<file path="config.mk">
export PLATFORM = sky130hd
export DESIGN_NAME = adma_tfr_sequencer
export DESIGN_NICKNAME = d
export VERILOG_FILES = /design/src/rtl/adma_tfr_sequencer.sv
export SDC_FILE = /design/constraint.sdc
export NUM_CORES = 1
export LEC_CHECK = 0
export CORE_MARGIN = 1
export CORE_UTILIZATION = 50
export CTS_BUF_LIST = sky130_fd_sc_hd__clkbuf_4 sky130_fd_sc_hd__clkbuf_8
export DETAILED_ROUTE_END_ITERATION = 8
export GPL_TIMING_DRIVEN = 1
export HOLD_SLACK_MARGIN = 0.05
export PLACE_DENSITY = 0.77
export SLEW_MARGIN = 40
export SYNTH_ARGS = -nofsm -noshare
export SYNTH_HDL_FRONTEND = slang
export SYNTH_SLANG_ARGS = --single-unit
</file>
<file path="constraint.sdc">
create_clock -name clk -period 5.15 [get_ports clk]
set_clock_uncertainty 0.2 [all_clocks]
set_input_delay 1.03 -clock clk [delete_from_list [all_inputs] [get_ports clk]]
set_output_delay 1.03 -clock clk [all_outputs]
set_load 0.005 [all_outputs]
</file>
<file path="src/rtl/adma_tfr_sequencer.sv">
// adma_tfr_sequencer: TRAN-phase engine for one ADMA2 descriptor (bus beats, SD block gaps, TFC).
// Define ADMA_TFR_STALL_CNT_EN to build the bus stall-cycle counter; otherwise stall_cnt is tied to 0.
module adma_tfr_sequencer #(
  parameter int ADDR_W     = 64,
  parameter int LEN_W      = 16,
  parameter int BEAT_BYTES = 4
) (
  input  logic              clk,
  input  logic              reset_n,
  input  logic              cmd_load,
  input  logic [11:0]       Block_Size,
  input  logic [15:0]       Block_Count,
  input  logic              Block_Count_Enable,
  input  logic              start,
  input  logic [ADDR_W-1:0] DAT_ADR,
  input  logic [LEN_W-1:0]  DAT_LEN,
  input  logic              dir,
  input  logic              Stop_At_Block_Gap,
  input  logic              Continue_Request,
  input  logic              abort,
  output logic              bus_valid,
  output logic [ADDR_W-1:0] bus_addr,
  output logic              bus_we,
  input  logic              bus_ready,
  output logic              TFC,
  output logic              blk_done,
  output logic              gap_stopped,
  output logic              Transfer_complete,
  output logic              enb_Transfer_complete,
  input  logic              ack_Transfer_complete,
  output logic              busy,
  output logic [31:0]       stall_cnt
);

  typedef enum logic [3:0] {
    IDLE = 4'b0001,
    XFER = 4'b0010,
    GAP  = 4'b0100,
    DONE = 4'b1000
  } state_e;

  localparam int REM_W = LEN_W + 1;
  localparam int BLK_W = 13;
  localparam logic [REM_W-1:0]  BEAT_REM = REM_W'(BEAT_BYTES);
  localparam logic [BLK_W-1:0]  BEAT_BLK = BLK_W'(BEAT_BYTES);
  localparam logic [ADDR_W-1:0] BEAT_ADR = ADDR_W'(BEAT_BYTES);
  localparam logic [REM_W-1:0]  FULL_LEN = {1'b1, {LEN_W{1'b0}}};

  state_e            state_q, state_d;
  logic [ADDR_W-1:0] cur_adr_q, cur_adr_d;
  logic [REM_W-1:0]  rem_len_q, rem_len_d;
  logic [BLK_W-1:0]  blk_bytes_q, blk_bytes_d;
  logic [15:0]       blk_left_q, blk_left_d;
  logic [11:0]       blk_size_q, blk_size_d;
  logic              cnt_en_q, cnt_en_d;
  logic              tfc_q, tfc_d;
  logic              blk_done_q, blk_done_d;

  logic              beat;
  logic              boundary;
  logic [BLK_W-1:0]  blk_bytes_inc;
  logic [REM_W-1:0]  rem_after;
  logic [15:0]       left_after;

  assign bus_valid             = (state_q == XFER);
  assign bus_addr              = bus_valid ? cur_adr_q : '0;
  assign bus_we                = bus_valid & dir;
  assign gap_stopped           = (state_q == GAP);
  assign Transfer_complete     = (state_q == DONE);
  assign enb_Transfer_complete = Transfer_complete;
  assign busy                  = (state_q != IDLE);
  assign TFC                   = tfc_q;
  assign blk_done              = blk_done_q;

  // Bytes beyond a non-multiple block size are dropped: the crossing beat closes the block.
  assign beat          = bus_valid & bus_ready;
  assign blk_bytes_inc = blk_bytes_q + BEAT_BLK;
  assign boundary      = (blk_size_q != 12'd0) && (blk_bytes_inc >= {1'b0, blk_size_q});
  assign rem_after     = (rem_len_q > BEAT_REM) ? (rem_len_q - BEAT_REM) : '0;
  assign left_after    = (boundary && cnt_en_q && (blk_left_q != 16'd0)) ?
                         (blk_left_q - 16'd1) : blk_left_q;

  always_comb begin
    state_d     = state_q;
    cur_adr_d   = cur_adr_q;
    rem_len_d   = rem_len_q;
    blk_bytes_d = blk_bytes_q;
    blk_left_d  = blk_left_q;
    blk_size_d  = blk_size_q;
    cnt_en_d    = cnt_en_q;
    tfc_d       = 1'b0;
    blk_done_d  = 1'b0;

    if (abort) begin
      state_d = IDLE;
    end else begin
      case (state_q)
        IDLE: begin
          if (cmd_load) begin
            blk_size_d  = Block_Size;
            blk_left_d  = Block_Count;
            cnt_en_d    = Block_Count_Enable;
            blk_bytes_d = '0;
          end
          if (start) begin
            cur_adr_d = DAT_ADR;
            rem_len_d = (DAT_LEN == '0) ? FULL_LEN : {1'b0, DAT_LEN};
            state_d   = (cnt_en_q && (blk_left_q == 16'd0)) ? DONE : XFER;
          end
        end
        XFER: begin
          if (beat) begin
            cur_adr_d   = cur_adr_q + BEAT_ADR;
            rem_len_d   = rem_after;
            blk_bytes_d = boundary ? '0 : blk_bytes_inc;
            blk_left_d  = left_after;
            blk_done_d  = boundary;
            tfc_d       = (rem_after == '0);
            if (boundary && cnt_en_q && (left_after == 16'd0)) begin
              state_d = DONE;
            end else if (boundary && Stop_At_Block_Gap) begin
              state_d = GAP;
            end else if (rem_after == '0) begin
              state_d = IDLE;
            end
          end
        end
        GAP: begin
          if (Continue_Request) begin
            state_d = (rem_len_q != '0) ? XFER : IDLE;
          end
        end
        DONE: begin
          if (ack_Transfer_complete) begin
            state_d = IDLE;
          end
        end
        default: state_d = IDLE;
      endcase
    end
  end

  always_ff @(posedge clk or negedge reset_n) begin
    if (!reset_n) begin
      state_q     <= IDLE;
      cur_adr_q   <= '0;
      rem_len_q   <= '0;
      blk_bytes_q <= '0;
      blk_left_q  <= '0;
      blk_size_q  <= '0;
      cnt_en_q    <= 1'b0;
      tfc_q       <= 1'b0;
      blk_done_q  <= 1'b0;
    end else begin
      state_q     <= state_d;
      cur_adr_q   <= cur_adr_d;
      rem_len_q   <= rem_len_d;
      blk_bytes_q <= blk_bytes_d;
      blk_left_q  <= blk_left_d;
      blk_size_q  <= blk_size_d;
      cnt_en_q    <= cnt_en_d;
      tfc_q       <= tfc_d;
      blk_done_q  <= blk_done_d;
    end
  end

`ifdef ADMA_TFR_STALL_CNT_EN
  logic [31:0] stall_cnt_q, stall_cnt_d;

  always_comb begin
    stall_cnt_d = stall_cnt_q;
    if (cmd_load) begin
      stall_cnt_d = '0;
    end else if (bus_valid && !bus_ready && (stall_cnt_q != 32'hFFFF_FFFF)) begin
      stall_cnt_d = stall_cnt_q + 32'd1;
    end
  end

  always_ff @(posedge clk or negedge reset_n) begin
    if (!reset_n) begin
      stall_cnt_q <= '0;
    end else begin
      stall_cnt_q <= stall_cnt_d;
    end
  end

  assign stall_cnt = stall_cnt_q;
`else
  assign stall_cnt = '0;
`endif

endmodule

</file>
* Word-level counts from Yosys, hierarchy flattened *
Cells that the tools add are included.

operators by class
  add/subtract/negate cells = 4
  magnitude comparators = 2
  eq/ne operators = 13
  muxes and demuxes = 34
  bitwise logic cells = 3
  reduce and logical (&&, ||, !) cells = 18

operators by type and width
  cell                                                  number
  2-to-1 mux 64 bit                                     3
  case mux 64 bit (2 select lines)                      1
  2-to-1 mux 17 bit                                     4
  adder 64 x 3 -> 64 bit (second input constant)        1
  zero test 16 bit                                      3
  2-to-1 mux 16 bit                                     3
  2-to-1 mux 13 bit                                     3
  2-to-1 mux 4 bit                                      9
  case mux 17 bit (2 select lines)                      1
  case mux 16 bit (2 select lines)                      1
  case mux 13 bit (2 select lines)                      1
  > comparator 17 x 3 -> 1 bit (second input constant)  1
  zero test 17 bit                                      1
  nonzero test 17 bit                                   1
  subtractor 17 x 3 -> 17 bit (second input constant)   1
  case mux 4 bit (4 select lines)                       1
  nonzero test 16 bit                                   1
  subtractor 16 x 1 -> 16 bit (second input constant)   1
  adder 13 x 3 -> 13 bit (second input constant)        1
  >= comparator 13 x 12 -> 1 bit                        1
  nonzero test 12 bit                                   1
  AND reduction 4 bit                                   2
  logical AND 1 bit                                     6
  2-to-1 mux 1 bit                                      6
  other kinds (16)                                      20

word-level totals
  bits in registers = 129
  input bits = 119
  output and inout bits = 104
  logic and storage cells = 83

* Longest topological paths before layout *
  depth after elaboration = 12
  gate-level depth with buffers = 15
  gate-level depth less buffers = 14

* Worst setup path before layout *
No wires, ideal clock.

  path kind = register -> register
  start = register blk_bytes_q[2]
  end = register state_q[1]
  library setup time = 128 ps
  arrival = 3412 ps
  required time = 4822 ps
  slack = 1411 ps
  stages on the path, launching flop included = 16
  path buffers = 1
  clock period less this slack = 3739 ps
  cell sequence = dfrtp_1 ha_1 nand3_2 nor2_1 and3_1 xor2_1 ha_1 a21o_1 a2111oi_2 a21oi_1 buf_2 a311oi_2 o22ai_1 nor4_4 o21ai_2 mux2_1

on the way
  word-level cells in the longest chain between the ends = 12
  elaborated cells between the ends (all ways) = 16
  those cells by class = 1 x add/sub; 1 x order compare; 1 x eq/ne; 6 x mux; 7 x reduce/logical

RTL lines
  element                           line     RTL
  start: declaration                52       logic [BLK_W-1:0] blk_bytes_q, blk_bytes_d;
  start signal: assignment          158      blk_bytes_q <= blk_bytes_d;
  adder 13 x 3 -> 13 bit *          77       assign blk_bytes_inc = blk_bytes_q + BEAT_BLK;
  >= comparator 13 x 12 -> 1 bit *  78       assign boundary = (blk_size_q != 12'd0) && (blk_bytes_inc >= {1'b0, blk_size_q});
  logical AND 1 bit *               78
  logical AND 1 bit                 80, 119
  logical AND 1 bit                 80       assign left_after = (boundary && cnt_en_q && (blk_left_q != 16'd0)) ?
  2-to-1 mux 16 bit                 80
  zero test 16 bit                  119      if (boundary && cnt_en_q && (left_after == 16'd0)) begin
  logical AND 1 bit                 119
  2-to-1 mux 4 bit                  119
  2-to-1 mux 4 bit                  112      if (beat) begin
  case mux 4 bit (4 select lines)   97       case (state_q)
  2-to-1 mux 4 bit                  94       if (abort) begin
  end signal: assignment            155      state_q <= state_d;
  end: declaration                  49       state_e state_q, state_d;

Mark *: on every way between the ends. The rest lies on a longest branch, timed or not. The select of a mux whose other input is x is not followed.
A chain may end at the register's enable or synchronous reset.

* Worst setup path after layout *
Ends and elaborated chain as after synthesis.

==> tab_implementation.tex <==
\begin{tabular}{lr}
\hline
Metric & Value \\
\hline
\multicolumn{2}{l}{\textbf{Critical path}} \\
\quad Buffer and inverter count on the worst path & 1 \\
\quad Launch point of the worst path & blk\_bytes\_q[2] \\
\quad Cell family with the largest share of critical-path delay & compound AO/OA/AOI/OAI gates \\
\quad Worst path most repeated cell & sky130\_fd\_sc\_hd\_\_ha\_1 \\
\quad Setup Crit Path Kind & register to register \\
\quad Critical path's largest stage delay & $\sim$0.46 ns \\
\quad Data required, critical path & around 5.3 ns \\
\quad Crit end category & register \\
\quad Slowest cell on the critical path & sky130\_fd\_sc\_hd\_\_a2111o\_1 \\
\quad Critical register-to-register path startpoint & blk\_bytes\_q[2] \\
\quad Worst setup SP type & register \\
\quad Chain of cells forming the critical path & ha\_1 -> nand3\_2 -> nor2\_1 -> xor2\_1 -> ha\_1 -> nand2\_1 -> a2111oi\_0 -> o2111ai\_1 -> a211oi\_2 -> buf\_4 -> nand4\_1 -> a2111o\_1 -> nor4\_4 -> o21ai\_2 -> mux2\_1 \\
\quad Crit-path max FO & 12 \\
\quad Arrival time of the worst setup path & 4.48 ns \\
\multicolumn{2}{l}{\textbf{Floorplanning}} \\
\quad Placement Rows & 47 \\
\quad Die extent in y & 134 um \\
\quad Std-Cell Core Area & 16,800 um\^{}2 \\
\quad Die X & approximately 130 um \\
\quad Num ports & 223 \\
\quad Initial cell density of the core & 0.519 \\
\quad Floorplan die area & 17,900 um\^{}2 \\
\multicolumn{2}{l}{\textbf{Clock network}} \\
\quad Clock tree from TritonCTS & done \\
\quad Depth of the CTS H-tree & 4 \\
\quad Worst-path clk slew & 0.08 ns \\
\quad Total clock sinks & $\sim$130 \\
\quad TritonCTS Buffers & 17 \\
\quad Max Root-Sink Buffers & 2 \\
\quad Post-cts sizing count & 0 \\
\quad Postcts setup bufs & 0 \\
\quad Number of hold-repair buffers added at the cts stage & 0 \\
\quad Clock insertion delay at the later pin of the skew report & roughly 0.45 ns \\
\quad CTS Root Buffer Type & sky130\_fd\_sc\_hd\_\_clkbuf\_8 \\
\multicolumn{2}{l}{\textbf{Global route}} \\
\quad Number of antenna violations at the first check in global routing & 0 \\
\quad Wire length of the first global-routing pass & between 40 and 50 mm \\
\quad All-layer global routing usage & 0.286 \\
\quad Number of global-route vias before repair & 8,140 \\
\quad Sum of overflow across all layers after global routing & 0 \\
\quad Pin count of the biggest net entering global routing & 113 \\
\multicolumn{2}{l}{\textbf{Flow run}} \\
\quad Maxcap violations & 0 \\
\multicolumn{2}{l}{\textbf{Logic synthesis}} \\
\quad Yosys warns & 0 \\
\quad Proportion of synthesized chip area in sequential cells & 0.365 \\
\quad Yosys reg bits & about 130 \\
\quad Share of flip-flops with an asynchronous set or reset after synthesis & 1.00 \\
\quad Number of enable flip-flop cells after synthesis & 0 \\
\quad Count of unique library cells instantiated by Yosys & 73 \\
\quad Post-synthesis instance area & slightly below 9000 um\^{}2 \\
\quad Number of instances in the synthesized netlist & around 1.1k \\
\quad Primary FF master, synth & sky130\_fd\_sc\_hd\_\_dfrtp\_1 \\
\quad Post-Synthesis Mean Instance Area & a little under 8 um\^{}2 \\
\multicolumn{2}{l}{\textbf{Detailed routing}} \\
\quad Total via count in the routed design & between 8k and 9k \\
\quad Total detailed-routing wirelength & 25.6 mm \\
\quad Detailed-router iteration count before antenna repair & 5 \\
\quad DR DRC count & 0 \\
\quad ANT nets after route & 0 \\
\quad Mean routed wirelength per cell & about 17 um \\
\quad Via count normalized by instance count & 5.87 \\
\quad Starting DRT DRC Count & 847 \\
\multicolumn{2}{l}{\textbf{Cells and area}} \\
\quad Total inserted antenna cells & 0 \\
\quad Most common cell after layout, fill and taps aside & sky130\_fd\_sc\_hd\_\_clkdlybuf4s50\_1 \\
\quad Filler Cells Inserted & 1,468 \\
\quad Multi-input gate area & 4960 um\^{}2 \\
\quad Post-route cell area & $\sim$11,000 um\^{}2 \\
\quad Commonest cells after routing, fill and taps aside & 189 x sky130\_fd\_sc\_hd\_\_clkdlybuf4s50\_1, 142 x sky130\_fd\_sc\_hd\_\_a21oi\_1, 126 x sky130\_fd\_sc\_hd\_\_dfrtp\_1, 124 x sky130\_fd\_sc\_hd\_\_nand2\_1, 89 x sky130\_fd\_sc\_hd\_\_nor2\_1 \\
\quad Layout cells sized above 1 & 0.0604 \\
\quad Storage element area & about 3200 um\^{}2 \\
\quad Area added between synthesis and finish & 26.8\% \\
\quad Finished Core Util & 0.658 \\
\quad Number of nets in the layout & 1,414 \\
\multicolumn{2}{l}{\textbf{STA}} \\
\quad Tmin final & between 4 and 5 ns \\
\quad Setup TNS & 0 ns \\
\quad Number of max-slew violations in the final report & 0 \\
\quad Hold Fails Final Rpt & 0 \\
\quad Final cycle utilization of the critical path & 0.845 \\
\quad Relative slew slack & 0.484 \\
\quad Max Clock Freq & 230 MHz \\
\quad Final Worst Setup Slack & roughly 0.80 ns \\
\quad Setup repair after global routing missed its margin & no \\
\quad Worst Max-Slew Pin Slew & a little under 0.8 ns \\
\quad Count of endpoints failing setup in the final report & 0 \\
\multicolumn{2}{l}{\textbf{Placed design}} \\
\quad Detailed placement HPWL & $\sim$18 mm \\
\quad Placed Area & 10,600 um\^{}2 \\
\quad Worst-case setup slack after placement & approximately 0.81 ns \\
\quad Count of input and output buffers & between 150 and 200 \\
\quad Final RePlAce weighted congestion & about 0.94 \\
\multicolumn{2}{l}{\textbf{Hold path}} \\
\quad Worst Hold Launch & cur\_adr\_q[0] \\
\quad Hold/Removal Path Class & register to register \\
\multicolumn{2}{l}{\textbf{Power}} \\
\quad Power density relative to cell area & about 470 nW/um\^{}2 \\
\quad Total power after layout & slightly above 5 mW \\
\quad Leakage & between 4 and 5 nW \\
\quad Peak supply drop & approximately 0.00026 V \\
\multicolumn{2}{l}{\textbf{Status}} \\
\quad Status & finished, final reports clean \\
\hline
\end{tabular}
report_power, final:
part / internal [mW] / switching (mW) / leakage, nW
Clock: 0.428 / 0.423 / 0.184
Sequential: 1.44 / 0.528 / 1.50
Combinational: 1.02 / 1.30 / 2.81
Total: 2.88 / 2.25 / 4.49
cells by family (layout without fill, tap and decap cells):
logic type,Yosys count,count (layout),share of synthesized area
simple gates,446,446,0.259
xor+xnor,11,11,0.0111
other cells,1,32,0.000431
buf+inv,149,285,0.0791
flops,127,127,0.365
fa+ha+maj,16,16,0.0230
compound gates,359,359,0.242
mux,16,16,0.0206
routing by layer:
metal	GRT usage	up-vias	wire, um	share of wire
met2	0.455	379	12100	0.47
met5	0	-	0	0
met1	0.385	4155	11000	0.43
met3	0.0665	33	1930	0.076
li1	-	4305	-	-
met4	0.0852	0	481	0.019
state kept, by name (all words and copies together), names as in the netlist:
| register | flops |
|---|---|
| TFC | 1 |
| blk_bytes_q | 11 |
| blk_done | 1 |
| blk_left_q | 16 |
| blk_size_q | 12 |
| cnt_en_q | 1 |
| cur_adr_q | 64 |
| rem_len_q | 17 |
| state_q | 4 |
cell usage after synthesis (all sizes together) (16+ instances only):
library cell  count  area [um^2]
clkbuf           56          210
and2             44          275
a21oi           143          719
inv              49          184
nand2           124          465
o22ai            38          238
nand4            22          138
and3             19          119
dfrtp           126         3150
nor4             23          165
o21ai           106          534
nor3             33          165
nor2             90          338
buf              44          294
ha               16          200
nand3            43          225
per-stage QoR:
stage	instances	hold WS (ns)
CTS	1512	0.281
global route	1512	0.338
floorplan	1156	0.242
finish	1512	0.280
detailed placement	1480	0.263
global placement	1480	0.256
cell type report:
| cell class | instances | area share |
|---|---|---|
| Clock inverter | 11 | 0.00975 |
| Tap cell | 220 | 0.0250 |
| Timing Repair Buffer | 204 | 0.184 |
| Clock buffer | 21 | 0.0256 |
| Inverter | 49 | 0.0171 |
| Multi-Input combinational cell | 880 | 0.450 |
| Sequential cell | 127 | 0.288 |
final timing paths:
| path | to | slack [ns] | depth (start not counted) |
|---|---|---|---|
| max | state_q[1] | 0.80 | 15 |
| min | cur_adr_q[0] | 0.28 | 2 |
| max reg2reg | state_q[1] | 0.80 | 15 |
| min reg2reg | cur_adr_q[0] | 0.28 | 2 |
| max in group asynchronous | cur_adr_q[24] | 3.63 | 2 |
| min in group asynchronous | blk_left_q[0] | 0.36 | 1 |
tightest hold or removal path, delay by kind of cell (launching register included):
| kind | cells | cell delay, ns |
|---|---|---|
| DFF | 1 | 0.34 |
| AOI/OAI and AO/OA | 1 | 0.06 |
| and+or+nand+nor | 1 | 0.04 |
(Power assumes the default switching activity.)
